**config.mk**
```make
export PLATFORM = sky130hd
export DESIGN_NAME = cpu_fetchunit
export DESIGN_NICKNAME = d
export VERILOG_FILES = /design/src/rtl/cpu_fetchunit.sv
export SDC_FILE = /design/constraint.sdc
export NUM_CORES = 1
export LEC_CHECK = 0
export BUFFER_PORTS_ARGS = -buffer_cell sky130_fd_sc_hd__buf_2
export CAP_MARGIN = 20
export CORE_MARGIN = 2
export CORE_UTILIZATION = 55
export DETAILED_ROUTE_END_ITERATION = 16
export PLACE_DENSITY = 0.85
export SYNTH_ARGS = -nofsm -noshare
export SYNTH_HDL_FRONTEND = slang
export SYNTH_SLANG_ARGS = --single-unit
```
**constraint.sdc**
```tcl
create_clock -name clk -period 2.5 [get_ports clk]
set_input_delay 0.25 -clock clk [delete_from_list [all_inputs] [get_ports clk]]
set_output_delay 0.25 -clock clk [all_outputs]
set_load 0.005 [all_outputs]
```
**src/rtl/cpu_fetchunit.sv**
```systemverilog
// Purpose : opcode fetch unit; one byte per access from instruction memory, presented with valid/ready
//           to the control unit, with redirect/flush and optional interrupt entry/return.
// Latency : opcode_valid rises the cycle after imem_ack; zero-wait memory yields one opcode per two cycles.
// Backpr. : opcode/pc hold while opcode_valid && !opcode_ready; no new imem_req is issued until consume or redirect.
// Ports   : clk, reset (sync, active-high); imem_req/imem_addr/imem_ack/imem_data (memory side);
//           opcode/opcode_valid/opcode_ready/pc (control side); redirect/redirect_addr (flush);
//           interrupt/iret/irq_ack/irq_active/epc (interrupt handshake).
// Config  : define CPU_FETCH_IRQ_EN to enable interrupt entry/return; undefined ties irq outputs to zero.
module cpu_fetchunit #(
  parameter logic [15:0] RESET_VECTOR = 16'h0000,
  parameter logic [15:0] IRQ_VECTOR   = 16'h0004
) (
  input  logic        clk,
  input  logic        reset,
  output logic        imem_req,
  output logic [15:0] imem_addr,
  input  logic        imem_ack,
  input  logic [7:0]  imem_data,
  output logic [7:0]  opcode,
  output logic        opcode_valid,
  input  logic        opcode_ready,
  output logic [15:0] pc,
  input  logic        redirect,
  input  logic [15:0] redirect_addr,
  input  logic        interrupt,
  input  logic        iret,
  output logic        irq_ack,
  output logic        irq_active,
  output logic [15:0] epc
);

  typedef enum logic {S_REQ, S_HOLD} state_t;

  state_t      state_q, state_d;
  logic        run_q;
  logic [15:0] fetch_pc_q, fetch_pc_d;
  logic [15:0] req_addr_q, req_addr_d;
  logic [15:0] pc_q, pc_d;
  logic [7:0]  opcode_q, opcode_d;
  logic        valid_q, valid_d;
  logic        squash_q, squash_d;
  logic        consume;
  logic        take_irq;

  // run_q holds imem_req low for the first cycle out of reset, so a stale
  // ack from an access abandoned by reset can never be taken as data.
  assign imem_req     = (state_q == S_REQ) && run_q;
  // While a squashed access is outstanding the old address must stay on the
  // bus; fetch_pc already points at the redirect target.
  assign imem_addr    = squash_q ? req_addr_q : fetch_pc_q;
  assign opcode       = opcode_q;
  assign opcode_valid = valid_q;
  assign pc           = pc_q;
  assign consume      = valid_q && opcode_ready;

`ifdef CPU_FETCH_IRQ_EN
  logic        irq_ack_q, irq_active_q;
  logic [15:0] epc_q;

  // Interrupts are only taken at an instruction boundary, and never nested.
  assign take_irq = (state_q == S_HOLD) && (redirect || consume) && interrupt && !irq_active_q;

  always_ff @(posedge clk) begin
    if (reset) begin
      irq_ack_q    <= 1'b0;
      irq_active_q <= 1'b0;
      epc_q        <= 16'h0000;
    end else begin
      irq_ack_q <= take_irq;
      if (take_irq) begin
        irq_active_q <= 1'b1;
        epc_q        <= redirect ? redirect_addr : fetch_pc_q;
      end else if (iret) begin
        irq_active_q <= 1'b0;
      end
    end
  end

  assign irq_ack    = irq_ack_q;
  assign irq_active = irq_active_q;
  assign epc        = epc_q;
`else
  logic unused_irq;
  assign unused_irq = interrupt | iret;
  assign take_irq   = 1'b0;
  assign irq_ack    = 1'b0;
  assign irq_active = 1'b0;
  assign epc        = 16'h0000;
`endif

  always_ff @(posedge clk) begin
    if (reset) begin
      state_q    <= S_REQ;
      run_q      <= 1'b0;
      fetch_pc_q <= RESET_VECTOR;
      req_addr_q <= RESET_VECTOR;
      pc_q       <= RESET_VECTOR;
      opcode_q   <= 8'h00;
      valid_q    <= 1'b0;
      squash_q   <= 1'b0;
    end else begin
      state_q    <= state_d;
      run_q      <= 1'b1;
      fetch_pc_q <= fetch_pc_d;
      req_addr_q <= req_addr_d;
      pc_q       <= pc_d;
      opcode_q   <= opcode_d;
      valid_q    <= valid_d;
      squash_q   <= squash_d;
    end
  end

  always_comb begin
    state_d    = state_q;
    fetch_pc_d = fetch_pc_q;
    req_addr_d = req_addr_q;
    pc_d       = pc_q;
    opcode_d   = opcode_q;
    valid_d    = valid_q;
    squash_d   = squash_q;
    case (state_q)
      S_REQ: begin
        if (imem_req) begin
          if (imem_ack) begin
            if (squash_q || redirect) begin
              // Data belongs to a flushed stream: drop it and refetch.
              squash_d = 1'b0;
              if (redirect) fetch_pc_d = redirect_addr;
            end else begin
              opcode_d   = imem_data;
              pc_d       = fetch_pc_q;
              fetch_pc_d = fetch_pc_q + 16'd1;
              valid_d    = 1'b1;
              state_d    = S_HOLD;
            end
          end else if (redirect) begin
            fetch_pc_d = redirect_addr;
            // Only the first redirect captures the in-flight address.
            if (!squash_q) begin
              squash_d   = 1'b1;
              req_addr_d = fetch_pc_q;
            end
          end
        end else if (redirect) begin
          fetch_pc_d = redirect_addr;
        end
      end
      S_HOLD: begin
        if (redirect || consume) begin
          valid_d = 1'b0;
          state_d = S_REQ;
          if (take_irq)      fetch_pc_d = IRQ_VECTOR;
          else if (redirect) fetch_pc_d = redirect_addr;
        end
      end
      default: state_d = S_REQ;
    endcase
  end

endmodule

```
## Yosys cells after proc, flatten, opt, wreduce, memory -nomap -nowiden

Cells that the tools add are included.

| word-level totals | value |
|---|---|
| register bits after elaboration | 60 |
| bits in latches | 0 |
| memory bits (writable) | 0 |
| ROM bits | 0 |
| input bits | 31 |
| output and inout port bits | 60 |
| logic and storage cells | 47 |
| memories kept | 0 |

| cells by class | value |
|---|---|
| $add $sub $neg | 1 |
| multipliers | 0 |
| divide/modulo/power cells | 0 |
| $lt $le $gt $ge | 0 |
| equal/unequal tests | 5 |
| shifts and indexed selects | 0 |
| multiplexer cells | 21 |
| bitwise operators | 3 |
| reduce and logical (&&, ||, !) cells | 9 |

Operator list:

| kind | count |
|---|---|
| $mux W16 | 6 |
| $pmux W16 S2 | 1 |
| $add A16 B1 Y16 const B | 1 |
| $reduce_and A4 Y1 | 4 |
| $mux W1 | 12 |
| $ne A2 B2 Y1 const B | 3 |
| $ne A2 B1 Y1 const B | 2 |
| $pmux W1 S2 | 2 |
| $not A1 Y1 | 3 |
| $logic_and A1 B1 Y1 | 2 |
| $logic_or A1 B1 Y1 | 2 |
| $reduce_bool A2 Y1 | 1 |

## Depth between registers and ports, before layout

| logic depth | value |
|---|---|
| depth after elaboration | 5 |
| gate-level depth with buffers | 7 |
| depth with buffers taken out | 5 |

## Worst setup path after synthesis

No wires, ideal clock.

| timing path | value |
|---|---|
| path kind | register to register |
| start point | register run_q |
| end point | register req_addr_q[10] |
| library setup time | 0.128 ns |
| data arrival time | 1.402 ns |
| data required time | 2.372 ns |
| slack | 0.971 ns |
| cell stages (with the launch flop) | 7 |
| path buffers | 2 |
| clock period less this slack | 1.529 ns |
| cell sequence | dfxtp_1 nor2b_1 nor3b_1 buf_2 buf_4 mux2i_1 nor2_1 |

| between the ends | value |
|---|---|
| longest elaborated chain between the ends | 2 |

Ends and longest elaborated chain:

| element | RTL line | source |
|---|---|---|
| from (decl) | 35 | `logic run_q;` |
| from (signal assigned) | 94 | `run_q <= 1'b0;` |
| from (signal assigned) | 103 | `run_q <= 1'b1;` |
| $logic_and A1 B1 Y1 | 47 | `assign imem_req = (state_q == S_REQ) && run_q;` |
| named net imem_req | 15 | `output logic imem_req,` |
| $reduce_and A4 Y1 (no line) | -- |  |
| to (signal assigned) | 105 | `req_addr_q <= req_addr_d;` |
| to (decl) | 37 | `logic [15:0] req_addr_q, req_addr_d;` |

The timed path passes the listed nets, and every way through them passes these cells.
A chain may end at the register's enable or synchronous reset.

## Final worst setup path

| timing path | value |
|---|---|
| start point | register squash_q |
| end point | register fetch_pc_q[7] |

| between the ends | value |
|---|---|
| longest elaborated chain between the ends | 5 |

Ends and longest elaborated chain:

| element | RTL line | source |
|---|---|---|
| from (decl) | 41 | `logic squash_q, squash_d;` |
| from (signal assigned) | 109 | `squash_q <= squash_d;` |
| $logic_or A1 B1 Y1 | 125 | `if (squash_q \|\| redirect) begin` |
| $mux W16 | 125 |  |
| $mux W16 | 124 | `if (imem_ack) begin` |
| $mux W16 | 123 | `if (imem_req) begin` |
| $pmux W16 S2 | 121 | `case (state_q)` |
| to (signal assigned) | 104 | `fetch_pc_q <= fetch_pc_d;` |
| to (decl) | 36 | `logic [15:0] fetch_pc_q, fetch_pc_d;` |

Every way passes these cells.

==> impl_metrics.yaml <==
run_status:
  status: "completed"
clock_network:
  postCtsHoldBufs: 0
  cts-root-buf: "sky130_fd_sc_hd__clkbuf_8"
  path_clk_slew_ns: 0.06
  postCtsSetupRepairBufs: 0
  cts_inserted_buffers: 9
  cts_num_sinks: 60
  worst_skew_pair_later_pin_latency_ns: 0.33
  clock_tree.htree_level_count: 3
  clock_tree.buffer_depth: 2
  cts-resized-gates: 0
  tritoncts: "yes"
die:
  boundaryPins: 91
  die_outline_area_mm2: 0.005769
  floorplan.core_area_mm2: 0.005042
  width_of_the_chip_um: 75.96
  initial_utilization_pct: 56.48
  floorplan.die.height_um: 75.96
  core.rowCount: 26
drt:
  route.vias.total: 2582
  avgViaCountPerCell: 5.459
  detail_route.iter0.violations: 221
  post-route-drc-count: 0
  finalWirelength_um: 7018
  route.antenna.remaining_nets: 0
  routedWlPerCell_um: 14.84
  detail_route.first_pass.iterations: 5
synthesis:
  synth_top_cells_by_area: "sky130_fd_sc_hd__dfxtp_1, sky130_fd_sc_hd__nand2_1, sky130_fd_sc_hd__mux2_2, sky130_fd_sc_hd__mux2i_1, sky130_fd_sc_hd__buf_4"
  synth.avg_cell_area_um2: 8.578
  yosysTopAreaCell: "sky130_fd_sc_hd__dfxtp_1"
  synthTopCellsByCount: "sky130_fd_sc_hd__nand2_1, sky130_fd_sc_hd__dfxtp_1, sky130_fd_sc_hd__a21oi_1, sky130_fd_sc_hd__nor2_1, sky130_fd_sc_hd__buf_4"
  area_of_the_mapped_netlist_mm2: 0.002848
  synth_seq_area_share_pct: 42.18
  ys.flop_type: "sky130_fd_sc_hd__dfxtp_1"
  postSynthRegisterBits: 60
  share_of_the_synthesized_area_in_the_top_cell_type_pct: 42.18
  syn_inst: 332
  number_of_flops_mapped_to_enable_cells_by_yosys: 0
  async_reset_ff_share_pct: 0
  ys.warnings.count: 0
  netlist-cell-type-count: 44
  synth.most_common_cell: "sky130_fd_sc_hd__nand2_1"
setup_path:
  critical_path.endpoint_type: "flip-flop"
  critPathSlowestCell: "sky130_fd_sc_hd__or4_1"
  path_class: "reg -> reg"
  critical_path_required_ns: 2.76
  critical-path-top-delay-family: "simple AND/OR/NAND/NOR gates"
  worst-path-max-fanout: 12
  path_buf_inv: 1
  cp.arrival_ns: 2.27
  startpoint_type: "flip-flop"
  cp_slowest_stage_delay_ns: 0.55
  path_cells: "buf_4, and4bb_2, nand2_1, or4_1, a31oi_1"
grt:
  first_global_vias: 2479
  grt_start_max_net_pins: 35
  grt.overflow.total: 0
  number_of_antenna_violations_at_the_first_check_in_global_routing: 0
  grt_use_total_pct: 24.55
  wire_length_of_the_first_global_routing_pass_um: 11470
power_and_ir_drop:
  peakVddDrop_mv: 0.5157
  seq_power_share_pct: 46.3
  fraction_of_power_consumed_by_combinational_cells_pct: 10.6
  power.static_leakage_nw: 1.440
  share_clk_of_total_power_pct: 43.1
  power.internal_mw: 1.684
  p_per_area_mw_per_mm2: 657.7
  net_switching_share_of_the_total_power_pct: 24.47
  overall_power_mw: 2.230
  netSwitchingPower_mw: 0.5457
cells_and_area:
  finalNetCount: 430
  filler_cell_count: 423
  fin_util_pct: 67.25
  final_cells: 473
  register_area_mm2: 0.001201
  n_antenna_cell: 0
  area_growth_syn_to_layout_pct: 19.07
  multi_input_comb_area_mm2: 0.001455
  share_of_layout_cells_above_drive_strength_1_pct: 28.78
sta:
  timing.final.hold_violations: 0
  final.min_clock_period_ns: 2.008
  timing.hold.ws_ns: 0.1522
  worst_slew_pin_slew_ns: 0.5313
  fmax_mhz: 498.1
  clock-skew-final_ns: 0.004117
  min_period_over_period_pct: 80.30
  finalMaxSlewViolations: 0
  unrepaired_setup_endpoints_after_global_routing: "false"
  count_of_final_setup_violators: 0
  slew-limit-headroom_pct: 64.58
  setup-tns-final_ns: 0
placement:
  dp_hpwl_um: 4717
  place_inst: 457
  gp_congestion: 0.8661
  portBuffers: 70
flow_run:
  drv_cap: 0
worst_hold_path:
  hold_class: "in -> reg"
==> path summary, 6_finish.rpt <==
kind,start,to,slack (ns),cells after the start
max,squash_q,fetch_pc_q[7],0.49,5
min,imem_data[3],opcode[3],0.15,3
max reg2reg,squash_q,fetch_pc_q[7],0.49,5
min reg2reg,opcode[3],opcode[3],0.45,2
==> layout by cell type (no fill, tap or decap), types with 2 or more instances in the layout <==
cell type,synthesis,layout
sky130_fd_sc_hd__nor3_1,4,4
sky130_fd_sc_hd__mux2i_1,17,17
sky130_fd_sc_hd__a211oi_1,8,8
sky130_fd_sc_hd__dfxtp_1,60,60
sky130_fd_sc_hd__mux2_2,16,16
sky130_fd_sc_hd__and3_2,2,2
sky130_fd_sc_hd__clkbuf_8,0,10
sky130_fd_sc_hd__xor2_1,5,5
sky130_fd_sc_hd__and2_1,3,3
sky130_fd_sc_hd__clkbuf_1,8,2
sky130_fd_sc_hd__a21oi_1,30,30
sky130_fd_sc_hd__buf_2,9,70
sky130_fd_sc_hd__conb_1,1,18
sky130_fd_sc_hd__nand4_1,7,7
sky130_fd_sc_hd__or4_1,2,2
sky130_fd_sc_hd__and4_1,4,4
sky130_fd_sc_hd__buf_4,21,9
sky130_fd_sc_hd__nand3_1,5,5
sky130_fd_sc_hd__o21ai_0,6,6
sky130_fd_sc_hd__inv_1,3,3
sky130_fd_sc_hd__a311oi_1,3,3
sky130_fd_sc_hd__nor2_1,30,29
sky130_fd_sc_hd__bufinv_16,0,2
sky130_fd_sc_hd__nor2b_1,2,2
sky130_fd_sc_hd__nand2_1,64,64
==> layout make-up <==
class | count | share of cell area [%]
clock buffer | 12 | 4.280
multi-input combinational | 245 | 42.92
timing repair buffer | 79 | 12.32
tap | 70 | 2.583
sequential | 60 | 35.42
clock inverter | 4 | 2.140
inverter | 3 | 0.3321
==> stage by stage <==
stage,setup slack [ns],cell area (um^2)
finish,0.4925,3391
global route,0.4367,3391
CTS,0.5012,3391
detailed placement,0.5161,3173
global placement,0.5807,3173
floorplan,0.9705,2912
==> layer usage <==
metal,vias up,routed length (um),GRT usage (%)
met4,0,100,12.18
met5,-,0,0
li1,1243,-,-
met3,14,500,5.119
met1,1204,2983,30.39
met2,121,3434,40.71
==> worst min-delay path: cells and delay by family <==
kind	cells	cell delay, ns
compound gates	1	0.05
buf+inv	1	0.09
simple gates	1	0.04
==> cells by family after synthesis <==
family	after synthesis	share of synthesized area [%]
and+or+nand+nor	130	21.48
DFF	60	42.18
AOI/OAI and AO/OA	57	12.39
buffers and inverters	44	9.227
muxes	33	12.30
xor gates and xnor gates	6	1.845
adders and majority gates	1	0.4393
other	1	0.1317
==> state kept, by name, summed over array words and instances, names as in the netlist <==
| register | cells |
|---|---|
| run_q | 1 |
| squash_q | 1 |
| fetch_pc_q | 16 |
| req_addr_q | 16 |
| pc | 16 |
| opcode_valid | 1 |
| opcode | 8 |
| state_q | 1 |
==> power by group through the flow <==
stage	sequential [mW]	clock, mW	combinational [mW]
CTS	1.03	0.969	0.235
global route	1.04	1.01	0.259
detailed placement	1.05	0	0.231
finish	1.03	0.961	0.236
global placement	1.05	0	0.225
floorplan	1.04	0	0.172
No activity file was read; power rests on OpenSTA's default activity.
